File: src/rtl/raster_scan_counter.sv
// Raster-order coordinate generator: X is the outer (row) loop, Y the inner (column) loop
// advancing by STEP, handshaked with valid/ready and bounded by ends latched at start.
module raster_scan_counter #(
  parameter int unsigned X_W  = 8,
  parameter int unsigned Y_W  = 8,
  parameter int unsigned STEP = 1
) (
  input  logic           clk_i,
  input  logic           rst_i,
  input  logic           start_i,
  input  logic           abort_i,
  input  logic [X_W-1:0] x_end_i,
  input  logic [Y_W-1:0] y_end_i,
  input  logic           ready_i,
  output logic [X_W-1:0] X_o,
  output logic [Y_W-1:0] Y_o,
  output logic           valid_o,
  output logic           row_last_o,
  output logic           finished_o,
  output logic           busy_o,
  output logic           done_o
);

  typedef enum logic [1:0] {StIdle, StRun, StDone} state_e;

  localparam logic [Y_W:0] StepExt = (Y_W+1)'(STEP);

  state_e         state_q;
  logic [X_W-1:0] xe_q;
  logic [Y_W-1:0] ye_q;
  logic [Y_W:0]   y_next;
  logic           row_end;

  // One extra bit so Y_o + STEP never wraps before the comparison.
  assign y_next  = {1'b0, Y_o} + StepExt;
  assign row_end = y_next > {1'b0, ye_q};

  always_comb begin
    valid_o    = (state_q == StRun);
    row_last_o = valid_o & row_end;
    finished_o = row_last_o & (X_o == xe_q);
    busy_o     = (state_q != StIdle);
    done_o     = (state_q == StDone);
  end

  always_ff @(posedge clk_i) begin
    if (rst_i) begin
      state_q <= StIdle;
      X_o     <= '0;
      Y_o     <= '0;
      xe_q    <= '0;
      ye_q    <= '0;
    end else if (abort_i) begin
      state_q <= StIdle;
      X_o     <= '0;
      Y_o     <= '0;
    end else begin
      case (state_q)
        StIdle: begin
          if (start_i) begin
            xe_q    <= x_end_i;
            ye_q    <= y_end_i;
            X_o     <= '0;
            Y_o     <= '0;
            state_q <= StRun;
          end
        end
        StRun: begin
          if (ready_i) begin
            if (finished_o) begin
              state_q <= StDone;
            end else if (row_end) begin
              Y_o <= '0;
              X_o <= X_o + X_W'(1);
            end else begin
              Y_o <= y_next[Y_W-1:0];
            end
          end
        end
        StDone: begin
          state_q <= StIdle;
          X_o     <= '0;
          Y_o     <= '0;
        end
        default: begin
          state_q <= StIdle;
          X_o     <= '0;
          Y_o     <= '0;
        end
      endcase
    end
  end

endmodule

File: config.mk
export PLATFORM = sky130hd
export DESIGN_NAME = raster_scan_counter
export DESIGN_NICKNAME = d
export VERILOG_FILES = /design/src/rtl/raster_scan_counter.sv
export SDC_FILE = /design/constraint.sdc
export NUM_CORES = 1
export LEC_CHECK = 0
export ABC_CLOCK_PERIOD_IN_PS = 6200
export BUFFER_PORTS_ARGS = -buffer_cell sky130_fd_sc_hd__buf_4
export CORE_ASPECT_RATIO = 0.9
export CORE_UTILIZATION = 25
export CTS_CLUSTER_SIZE = 25
export DETAILED_ROUTE_END_ITERATION = 16
export PLACE_DENSITY = 0.49
export SKIP_CTS_REPAIR_TIMING = 1
export SLEW_MARGIN = 20
export SYNTH_ARGS = -nofsm -noshare
export SYNTH_HDL_FRONTEND = slang
export SYNTH_SLANG_ARGS = --single-unit
export TNS_END_PERCENT = 100
File: constraint.sdc
create_clock -name clk_i -period 6.2 [get_ports clk_i]
set_clock_uncertainty 0.15 [all_clocks]
set_input_delay 0.31 -clock clk_i [delete_from_list [all_inputs] [get_ports clk_i]]
set_output_delay 0.31 -clock clk_i [all_outputs]
set_load 0.01 [all_outputs]
==> impl_metrics.csv <==
group,metric,value,unit
global_route,antenna_found_initial,0,
global_route,grt-ovfl-total,0,
timing,fmax,255,MHz
timing,setup_violations,0,
route,routed_wirelength,4.88,mm
timing,setup_tns,0,ps
yosys,synth_ff_type,"dfxtp_1",
power,p_leak,1.02,nW
placed_design,numPortBuffers,41,
setup_path,cpPeakStageDelay,650,ps
route,vias,1747,
global_route,track_usage,12.9,%
floorplanning,dieArea,8010,sq um
global_route,grt_pass1_wl,8.02,mm
layout,num-nets-final,297,
global_route,grt_max_degree,19,
timing,rsz0062_at_grt,"false",
timing,finalMaxSlewViolations,0,
setup_path,crit_arrival,3460,ps
timing,fin_crit,3920,ps
placed_design,dp_hpwl,3.61,mm
power,power,0.000469,W
route,drtPass1Iterations,4,
yosys,yosysTopAreaCell,"dfxtp_1",
yosys,synth_area_leaders,"dfxtp_1, nand2_1, ha_1",
timing,maxSlewHeadroom,44.3,%
clock_network,root_buffer,"clkbuf_8",
route,ant_nets,0,
yosys,synth_seq_cells,34,
yosys,synth_top_cells_by_count,"nand2_1, dfxtp_1, a21oi_1",
yosys,synth_area,1910,sq um
yosys,synth.avg_cell_area,8.43,sq um
setup_path,crit_buf_inv,1,
clock_network,cts_buffers,5,
worst_hold_path,hp-class,"primary input to flop",
yosys,yosysUniqueCellTypes,44,
floorplanning,ios,42,
clock_network,cts_sinks,34,
setup_path,slowest_stage,"a21oi_1",
flow_run,drv_cap,0,
yosys,netlist.area_leader.share,35.6,%
yosys,synth.most_common_cell,"nand2_1",
yosys,ys_async_sr_fraction,0,%
setup_path,worstPathMaxFanout,11,
clock_network,cts.clk_slew.worst_paths,70,ps
yosys,ys_warn_count,0,
clock_network,htreeDepth,2,
layout,n_antenna_cell,0,
clock_network,cts_tree,"yes",
setup_path,end_kind,"output port",
yosys,synth_edf_count,0,
timing,finalHoldViolCount,0,
power,ir_drop,0.0870,mV
setup_path,crit_chain,"ha_1 -> and3_1 -> and3_1 -> xor2_1 -> ha_1 -> nand3_1 -> or3_1 -> and3_4 -> a21oi_1 -> and2_1 -> buf_4",
outcome,status,"completed",
timing,period_share,63.2,%
floorplanning,core,7220,sq um
floorplanning,rows,29,
route,viasPerCell,4.85,
floorplanning,start_util,26.5,%
yosys,syn_inst,227,
setup_path,cp_top_family,"simple AND/OR/NAND/NOR gates",
yosys,ys_seq_area_share,35.6,%
route,first_iter_violations,50,
power,power_density,196,nW/um^2
floorplanning,die_y,85.0,um
route,wire_per_inst,13.5,um
yosys,syn_nets,258,
clock_network,clk_latency,290,ps
setup_path,critPathRequiredTime,5740,ps
setup_path,critPathKind,"flop to output port",
clock_network,clock_path_buffers,2,
floorplanning,dieWidth,94.2,um
route,drc,0,
global_route,grt_pass1_vias,1688,
timing,worstMarginPinSlew,836,ps
setup_path,start_kind,"flop",
layout,drive_gt1_share,27.0,%
layout,syn_to_final_growth,24.8,%
placed_design,gp_congestion,0.768,
routing by layer:
layer / part of all wire (%) / vias to the layer above / global-route usage, %
met4: 1.1 / 0 / 2.94
met1: 51 / 812 / 17.2
li1: - / 886 / -
met3: 5.5 / 7 / 3.58
met2: 43 / 42 / 20.6
met5: 0 / - / 0
sequential cells by signal, summed over array words and instances, names as in the netlist:
name,count
X_o,8
Y_o,8
xe_q,8
ye_q,8
state_q,2
cells by family (layout without fill, tap and decap cells):
family | Yosys count | count (layout) | synth area share (%)
flops | 34 | 34 | 35.6
buf+inv | 18 | 58 | 4.25
xor+xnor | 14 | 14 | 6.41
mux | 1 | 1 | 0.523
fa+ha+maj | 10 | 10 | 6.54
compound gates | 58 | 58 | 20.8
simple gates | 92 | 92 | 25.9
per-stage QoR:
step / cells / utilization, % / cell area [sq um] / hold WS, ps / setup WS [ps]
6_report: 360 / 33.1 / 2390 / 116 / 2280
3_3_place_gp: 352 / 31.7 / 2290 / 295 / 2540
3_5_place_dp: 352 / 31.7 / 2290 / 299 / 2420
2_1_floorplan: 227 / - / 1910 / 286 / 3120
4_1_cts: 360 / 33.0 / 2380 / 114 / 2300
5_1_grt: 360 / 33.1 / 2390 / 120 / 2060
path summary, 6_finish.rpt:
path / start / endpoint / slack, ps / depth (start not counted)
worst max-delay path: Y_o[0] / row_last_o / 2280 / 11
worst min-delay path: x_end_i[0] / xe_q[0] / 120 / 3
worst max register to register: Y_o[0] / X_o[7] / 2400 / 11
worst min register to register: ye_q[2] / ye_q[2] / 310 / 2
layout make-up:
type | instances | area, sq um
Inverter | 9 | 33.8
Fill cell | 792 | 4830
Clock inverter | 1 | 5.00
Timing Repair Buffer | 41 | 308
Multi-Input combinational cell | 175 | 1160
Sequential cell | 34 | 681
Clock buffer | 7 | 86.3
Tap cell | 93 | 116
tightest hold or removal path, cell delays in order:
cell	delay (ps)
buf_4	110
nand2_1	40
a21oi_1	50
where the power goes:
group / switching (W) / internal, W
Combinational: 0.0000401 / 0.0000283
Clock: 0.0000827 / 0.0000896
Sequential: 0.00000402 / 0.000224
Total: 0.000127 / 0.000342
placed cells by master (no fill, tap or decap), types with 2 or more instances in the layout:
cell      netlist  final
nor2b_1         2      2
a211oi_2        2      2
xnor2_1         2      2
nand3_1         5      5
dfxtp_1        34     34
o31ai_1         3      3
a21oi_1        20     20
buf_4           1     41
a31oi_1        12     12
ha_1           10     10
or4_1           2      2
nand2_1        42     42
nor4_1          2      2
nand2b_1        7      7
inv_1           9      9
xor2_1         12     12
o21ai_1         7      7
and3_1         11     11
or3_2           5      5
a21oi_2         7      7
clkbuf_8        0      6
nor2_1          4      4
(Power assumes the default switching activity.)
